### config.mk
export PLATFORM = sky130hd
export DESIGN_NAME = io_decoder
export DESIGN_NICKNAME = d
export VERILOG_FILES = /design/src/rtl/io_decoder.sv
export SDC_FILE = /design/constraint.sdc
export NUM_CORES = 1
export LEC_CHECK = 0
export ABC_CLOCK_PERIOD_IN_PS = 4700
export BUFFER_PORTS_ARGS = -buffer_cell sky130_fd_sc_hd__buf_2
export CORE_AREA = 4 4 115 117
export CTS_BUF_LIST = sky130_fd_sc_hd__clkbuf_16
export DETAILED_ROUTE_END_ITERATION = 10
export DIE_AREA = 0 0 119 121
export GPL_ROUTABILITY_DRIVEN = 0
export PLACE_DENSITY = 0.73
export SLEW_MARGIN = 20
export SYNTH_ARGS = -nofsm -noshare
export SYNTH_HDL_FRONTEND = slang
export SYNTH_SLANG_ARGS = --single-unit
### constraint.sdc
create_clock -name clk -period 4.7 [get_ports clk]
set_input_delay 1.175 -clock clk [delete_from_list [all_inputs] [get_ports clk]]
set_output_delay 1.175 -clock clk [all_outputs]
set_load 0.005 [all_outputs]
### src/rtl/io_decoder.sv
// ============================================================================
// Module   : io_decoder
// Brief    : I/O port-space decoder routing sequencer strobes to four
//            peripheral slots, with ack/timeout completion tracking.
// Revision : 1.0 - initial release
// ============================================================================
`default_nettype none

module io_decoder #(
    parameter logic [63:0] DEV_BASE = 64'h0000_0000_0000_0000,
    parameter logic [63:0] DEV_MASK = 64'h0000_0000_0000_0000,
    parameter logic [3:0]  DEV_IO32 = 4'b0000,
    parameter int unsigned TIMEOUT  = 255
) (
    input  logic          clk,
    input  logic          reset,
    input  logic [15:0]   bus_address,
    input  logic          bus_read,
    input  logic          bus_write,
    input  logic [2:0]    bus_datasize,
    input  logic [31:0]   bus_writedata,
    output logic [31:0]   bus_readdata,
    output logic          bus_wait,
    output logic          bus_io32,
    output logic [3:0]    dev_read,
    output logic [3:0]    dev_write,
    output logic [15:0]   dev_address,
    output logic [2:0]    dev_datasize,
    output logic [31:0]   dev_writedata,
    input  logic [127:0]  dev_readdata,
    input  logic [3:0]    dev_ack,
    output logic          timeout_err,
    output logic [15:0]   timeout_port
);

    localparam logic [15:0] TIMEOUT_CNT = 16'(TIMEOUT);

    typedef enum logic [0:0] {
        IDLE = 1'b0,
        BUSY = 1'b1
    } state_t;

    state_t      state;
    state_t      state_next;
    logic        strobe;
    logic [3:0]  hit;
    logic        hit_any;
    logic [1:0]  sel_next;
    logic [1:0]  sel;
    logic        is_write;
    logic [15:0] count;
    logic        ack_sel;
    logic        timed_out;

    assign strobe    = bus_read | bus_write;
    assign hit_any   = |hit;
    assign ack_sel   = dev_ack[sel];
    assign timed_out = (count == TIMEOUT_CNT);
    assign bus_wait  = (state == BUSY);

    // A slot with an all-zero mask would match everything, so it is disabled.
    always_comb begin
        hit = 4'b0000;
        for (int n = 0; n < 4; n++) begin
            hit[n] = (DEV_MASK[16*n +: 16] != 16'h0000) &&
                     ((bus_address & DEV_MASK[16*n +: 16]) ==
                      (DEV_BASE[16*n +: 16] & DEV_MASK[16*n +: 16]));
        end
    end

    // Descending scan so the lowest matching slot wins.
    always_comb begin
        sel_next = 2'd0;
        for (int n = 3; n >= 0; n--) begin
            if (hit[n]) begin
                sel_next = 2'(n);
            end
        end
    end

    always_ff @(posedge clk) begin
        if (reset) begin
            state <= IDLE;
        end else begin
            state <= state_next;
        end
    end

    always_comb begin
        state_next = state;
        case (state)
            IDLE: begin
                if (strobe && hit_any) begin
                    state_next = BUSY;
                end
            end
            BUSY: begin
                if (ack_sel || timed_out) begin
                    state_next = IDLE;
                end
            end
            default: state_next = IDLE;
        endcase
    end

    always_ff @(posedge clk) begin
        if (reset) begin
            bus_readdata  <= 32'h0000_0000;
            bus_io32      <= 1'b0;
            dev_read      <= 4'b0000;
            dev_write     <= 4'b0000;
            dev_address   <= 16'h0000;
            dev_datasize  <= 3'd0;
            dev_writedata <= 32'h0000_0000;
            timeout_err   <= 1'b0;
            timeout_port  <= 16'h0000;
            sel           <= 2'd0;
            is_write      <= 1'b0;
            count         <= 16'h0000;
        end else begin
            dev_read  <= 4'b0000;
            dev_write <= 4'b0000;
            if (state == IDLE && strobe) begin
                dev_address   <= bus_address;
                dev_datasize  <= bus_datasize;
                dev_writedata <= bus_writedata;
                is_write      <= bus_write;
                sel           <= sel_next;
                count         <= 16'h0000;
                bus_io32      <= hit_any ? DEV_IO32[sel_next] : 1'b0;
                if (hit_any) begin
                    // Write takes priority when both strobes arrive together.
                    if (bus_write) begin
                        dev_write <= 4'b0001 << sel_next;
                    end else begin
                        dev_read  <= 4'b0001 << sel_next;
                    end
                end else if (!bus_write) begin
                    bus_readdata <= 32'hFFFF_FFFF;
                end
            end else if (state == BUSY) begin
                if (ack_sel) begin
                    if (!is_write) begin
                        bus_readdata <= dev_readdata[{sel, 5'b00000} +: 32];
                    end
                end else if (timed_out) begin
                    if (!is_write) begin
                        bus_readdata <= 32'hFFFF_FFFF;
                    end
                    timeout_err  <= 1'b1;
                    timeout_port <= dev_address;
                end else begin
                    count <= count + 16'h0001;
                end
            end
        end
    end

endmodule

`default_nettype wire

==> results.ini, run 1 <==
[yosys]
netlist-cell-type-count=43
synthCells=555
avgSynthCellArea_um2=8.40
yosys_warnings=0
synth_seq_cells=118
syn-cell-area_um2=4660
synth-seq-area-share_pct=50.7

[clock_tree]
htree_num_levels=4
clk_pin_slew_ns=0.05
ctsHoldBuffers=0
clk_latency_ns=0.41
cts_buffers=17
clkSinkCount=118
cts_tree=done
clock_path_buffers=2
cts_resized=0
post-cts-setup-buffers=0
cts-root-buf=clkbuf_16

[sta]
setup_ws_ns=1.89
drv_slew=0
fin_skew_ns=0.00610
worst_slew_pin_slew_ns=1.10
clock.fmax_ghz=0.356
relSlewSlack_pct=26.9
timing.setup.tns_ns=0
rsz0062_at_grt=no
period_minus_slack_ns=2.81
period_share_pct=59.8
finalHoldViolations=0
setup_viol=0

[drt]
ant_nets=0
vias=4202
first_pass_iters=4
drcViolationCount=0
drt-total-wl_um=11400
drtIter0Drc=192
drt-wirelength-per-cell_um=12.5
viasPerCell=4.59

[worst_setup_path]
reg2regPathDepth=4
worstSetupPathType=in -> reg
reg2reg_slack_ns=2.28
critPathMaxFanout=17
cp-startpoint=dev_ack[0]
endpoint_kind=register
arrival_ns=3.13
timing.rr.end=timeout_port[11]
start_kind=primary input
cp.required_ns=5.02
regToRegStartpoint=bus_wait
crit_end=timeout_port[11]

[place]
dp_cells=883
hpwl_um=7670
port_buffers=188
place_ws_ns=1.47
placed_area_um2=5680

[floorplan]
die_w_um=119
rows=41
core_area_um2=12400
io_pins=297
die_area_um2=14400
die-height_um=121
start_util_pct=37.7

[global_routing]
grt_start_max_net_pins=68
grt_pass1_wl_um=19000
grt_usage_pct=16.2
grt_overflow=0
antenna_found_initial=0
grt_pass1_vias=4029

[pwr]
ir_worst_vdd_mv=0.240
power_frac_comb_pct=7.3
p_sw_uw=570
power_frac_clock_pct=50.5
netSwitchingFraction_pct=22.5
p_leak_nw=2.86
pwr-share-seq_pct=42.3
power_density_nw_per_um2=403
p_int_mw=1.96
p_total_mw=2.53

[outcome]
outcome=finished clean

[final_layout]
fillers=1208
final_common_cell=buf_2
regArea_um2=2360
design_area_um2=6270
nets=918
diodes=0
layoutNonFillerInstCount=915
final_cell_mix=buf_2 (187), dfxtp_1 (118), nand2_1 (117)
drive_above_1_share_pct=31.1
multi_input_area_um2=1990
synthToLayoutAreaGrowth_pct=34.6

[flow_run]
cap_violations=0

[hold_path]
hold_path.class=reg -> reg
hold_start=dev_writedata[0]

[cell type report]
cell class / count / area share (%)
multi-input combinational: 365 / 31.8
sequential: 118 / 37.7
clock buffer: 17 / 6.78
tap: 172 / 3.43
clock inverter: 15 / 2.61
timing repair buffer: 193 / 15.6
inverter: 35 / 2.09
[registers in the layout, indices dropped and copies added (netlist names)]
register	count
bus_readdata	32
bus_wait	1
count	16
dev_address	16
dev_datasize	3
dev_writedata	32
is_write	1
timeout_err	1
timeout_port	16
[metrics by stage]
stage | util, % | hold slack [ns]
6_report | 50.7 | 0.448
5_1_grt | 50.7 | 0.463
3_5_place_dp | 46.0 | 0.439
4_1_cts | 50.7 | 0.450
3_3_place_gp | 46.0 | 0.438
2_1_floorplan | - | 0.447
[layer usage]
metal	track usage, %	share of wire [%]	vias up
met5	0	0	-
met4	5.79	1.3	0
met3	7.13	8.0	12
met2	25.9	47	128
met1	19.5	44	1881
li1	-	-	2181
[worst max-delay path: stages]
cell and delay [ns]:
buf_2 0.13, nand3b_1 0.30, nor3_1 0.31, and3_1 0.94, mux2i_1 0.27
[kinds of logic after synthesis]
kind of cell	Yosys count	share of synthesized area [%]
XOR/XNOR	2	0.376
AND/OR/NAND/NOR	226	23.0
AO/OA/AOI/OAI	110	14.4
flip-flops	118	50.7
adder cells (fa/ha/maj)	1	0.268
other	1	0.0805
buffers and inverters	80	7.47
multiplexers	17	3.65
[worst min-delay path by stage]
stage                  endpoint  slack [ns]  cells after the start
6_report       dev_writedata[0]        0.45                      2
5_1_grt         bus_readdata[2]        0.46                      2
4_1_cts         bus_readdata[5]        0.45                      2
3_5_place_dp    bus_readdata[5]        0.44                      2
3_3_place_gp    bus_readdata[3]        0.44                      2
2_1_floorplan   bus_readdata[0]        0.45                      2
[power by group through the flow]
stage / Sequential, mW / Combinational, mW / Clock (mW)
final: 1.07 / 0.184 / 1.28
after CTS: 1.07 / 0.187 / 1.31
after floorplan: 1.09 / 0.0868 / 0
after global placement: 1.09 / 0.185 / 0
after global routing: 1.08 / 0.208 / 1.37
after detailed placement: 1.09 / 0.187 / 0
[cell usage after synthesis]
cell | number | area [µm²]
nor2_1 | 39 | 146
nand2b_1 | 35 | 219
or3b_2 | 1 | 8.76
dfxtp_1 | 118 | 2360
o211ai_1 | 6 | 45.0
a211oi_1 | 32 | 240
o31ai_1 | 2 | 15.0
o21ai_0 | 7 | 35.0
o41ai_1 | 1 | 8.76
or4_1 | 9 | 67.6
ha_1 | 1 | 12.5
nand3b_1 | 2 | 15.0
and3_1 | 2 | 12.5
and4b_1 | 1 | 10.0
nor3_1 | 2 | 10.0
nand3_1 | 3 | 15.0
or3_1 | 1 | 6.26
buf_4 | 11 | 82.6
xnor2_1 | 1 | 8.76
a21oi_1 | 56 | 280
xor2_1 | 1 | 8.76
mux2i_1 | 17 | 170
and4_2 | 1 | 10.0
a31oi_1 | 1 | 6.26
or4_4 | 1 | 11.3
and4_1 | 2 | 17.5
nor4_2 | 2 | 25.0
inv_1 | 35 | 131
o311ai_0 | 1 | 8.76
buf_2 | 5 | 25.0
o21ai_1 | 1 | 5.00
o21bai_1 | 1 | 7.51
nand4b_1 | 1 | 8.76
nand4_2 | 1 | 12.5
nor4_1 | 1 | 6.26
or3_2 | 1 | 7.51
and2_1 | 1 | 6.26
nand2_1 | 117 | 439
conb_1 | 1 | 3.75
o21ba_2 | 2 | 20.0
clkbuf_1 | 27 | 101
buf_1 | 2 | 7.51
nand4_1 | 3 | 18.8
Power figures use the tool's default switching activity.
==> run 2: changes to the inputs <==
- ABC_CLOCK_PERIOD_IN_PS: 4700 -> 2400
- CORE_AREA: 4 4 115 117 -> 4 4 116 118
- DIE_AREA: 0 0 119 121 -> 0 0 120 122
- PLACE_DENSITY: 0.73 -> 0.75
- clock period: 4.7 -> 2.4 ns (I/O delays scaled with it)
==> results.ini, run 2 (synthesis gave the netlist of run 1 again) <==
[global_routing]
grt_usage_pct=16.3
grt_start_max_net_pins=78
antenna_found_initial=0
grt_pass1_vias=4051
grt_pass1_wl_um=19200
grt_overflow=0

[hold_path]
hold_path.class=in -> reg

[worst_setup_path]
critPathMaxFanout=7
arrival_ns=2.17
crit_chain=nand4_2, or4_4, or4_1, nand2_1
cp_slowest_cell=or4_4
cp.required_ns=2.75
critPathMaxStageDelay_ns=0.61
worstSetupPathType=reg -> reg
endpoint_kind=register
cp_num_buf_inv=0
cpLargestDelayFamily=simple AND/OR/NAND/NOR gates
start_kind=register

[place]
port_buffers=188
hpwl_um=8160

[sta]
clock.fmax_ghz=0.548
period_share_pct=76.0
timing.setup.tns_ns=0
rsz0062_at_grt=no
worst_slew_pin_slew_ns=0.718
finalHoldViolations=0
relSlewSlack_pct=52.1
drv_slew=0
period_minus_slack_ns=1.82
setup_viol=0
fin_skew_ns=0.00934

[outcome]
outcome=finished clean

[final_layout]
nets=926
fillers=1206
diodes=0
final_common_cell=buf_2
drive_above_1_share_pct=31.8
top_regs=bus_readdata (32), dev_writedata (32)
final_cell_mix=buf_2 (187), dfxtp_1 (118), nand2_1 (117)
synthToLayoutAreaGrowth_pct=35.0

[drt]
first_pass_iters=4
drt-total-wl_um=11800
ant_nets=0
vias=4250
drtIter0Drc=179
drcViolationCount=0
drt-wirelength-per-cell_um=12.8
viasPerCell=4.61

[pwr]
power_density_nw_per_um2=761
p_sw_mw=1.07
netSwitchingFraction_pct=22.4
power_frac_comb_pct=7.7
pwr-share-seq_pct=43.8
p_leak_nw=2.89
ir_worst_vdd_mv=0.470
p_total_mw=4.79
p_int_mw=3.72
power_frac_clock_pct=48.6

[floorplan]
io_pins=297
die_area_um2=14600
rows=41
start_util_pct=37.4
die-height_um=122
core_area_um2=12500
die_w_um=120

[clock_tree]
htree_num_levels=4
ctsHoldBuffers=0
cts-root-buf=clkbuf_16
post-cts-setup-buffers=0
clk_pin_slew_ns=0.06
cts_resized=0
clk_latency_ns=0.40
cts_buffers=17
clkSinkCount=118
clock_path_buffers=2
cts_tree=done

[flow_run]
cap_violations=0

-- run 2: cell count changes in the layout (fill, tap and decap cells not counted), sizes merged --
cell	delta
bufinv	-1
buf	+8
clkinvlp	-1
-- run 2: layer usage --
layer	up-vias	global-route usage, %	wire length [µm]
li1	2199	-	-
met1	1904	19.4	5120
met2	137	26.0	5550
met3	10	7.43	980
met4	0	5.87	126
met5	-	0	0
-- run 2: through the flow --
step | std cells | hold WS [ns] | worst slack [ns] | utilization [%] | area [µm²]
2_1_floorplan | 563 | 0.447 | 0.512 | - | 4690
3_3_place_gp | 891 | 0.437 | 0.362 | 46.1 | 5740
3_5_place_dp | 891 | 0.438 | 0.363 | 46.1 | 5740
4_1_cts | 921 | 0.407 | 0.584 | 50.5 | 6290
5_1_grt | 921 | 0.405 | 0.433 | 50.5 | 6290
6_report | 921 | 0.428 | 0.577 | 50.5 | 6290
-- run 2: power by group through the flow --
stage	logic (mW)	clock network [mW]	registers (mW)
6_report	0.367	2.33	2.10
5_1_grt	0.414	2.50	2.11
4_1_cts	0.373	2.40	2.10
3_5_place_dp	0.372	0	2.13
3_3_place_gp	0.367	0	2.13
2_1_floorplan	0.170	0	2.14
-- run 2: worst reg2reg max path: cells and delay by family (launching register included) --
kind             cells  cell delay (ns)
AND/OR/NAND/NOR      4             1.35
flip-flops           1             0.43
-- run 2: path summary, 6_finish.rpt --
path                            slack, ns             from  cells past startpoint               to
worst max-delay path                 0.58         count[2]                      4        count[15]
worst min-delay path                 0.43   bus_address[8]                      3   dev_address[8]
worst max register to register       0.58         count[2]                      4        count[15]
worst min register to register       0.45  bus_readdata[8]                      2  bus_readdata[8]
-- run 2: cell type report --
| type | count | area, µm² | area share (%) |
|---|---|---|---|
| clock inverters | 13 | 120 | 1.91 |
| well taps | 172 | 215 | 3.42 |
| repair buffers | 201 | 1040 | 16.6 |
| clock buffers | 17 | 425 | 6.76 |
| flip-flops and latches | 118 | 2360 | 37.6 |
| inverters | 35 | 131 | 2.09 |
| multi-input cells | 365 | 1990 | 31.7 |
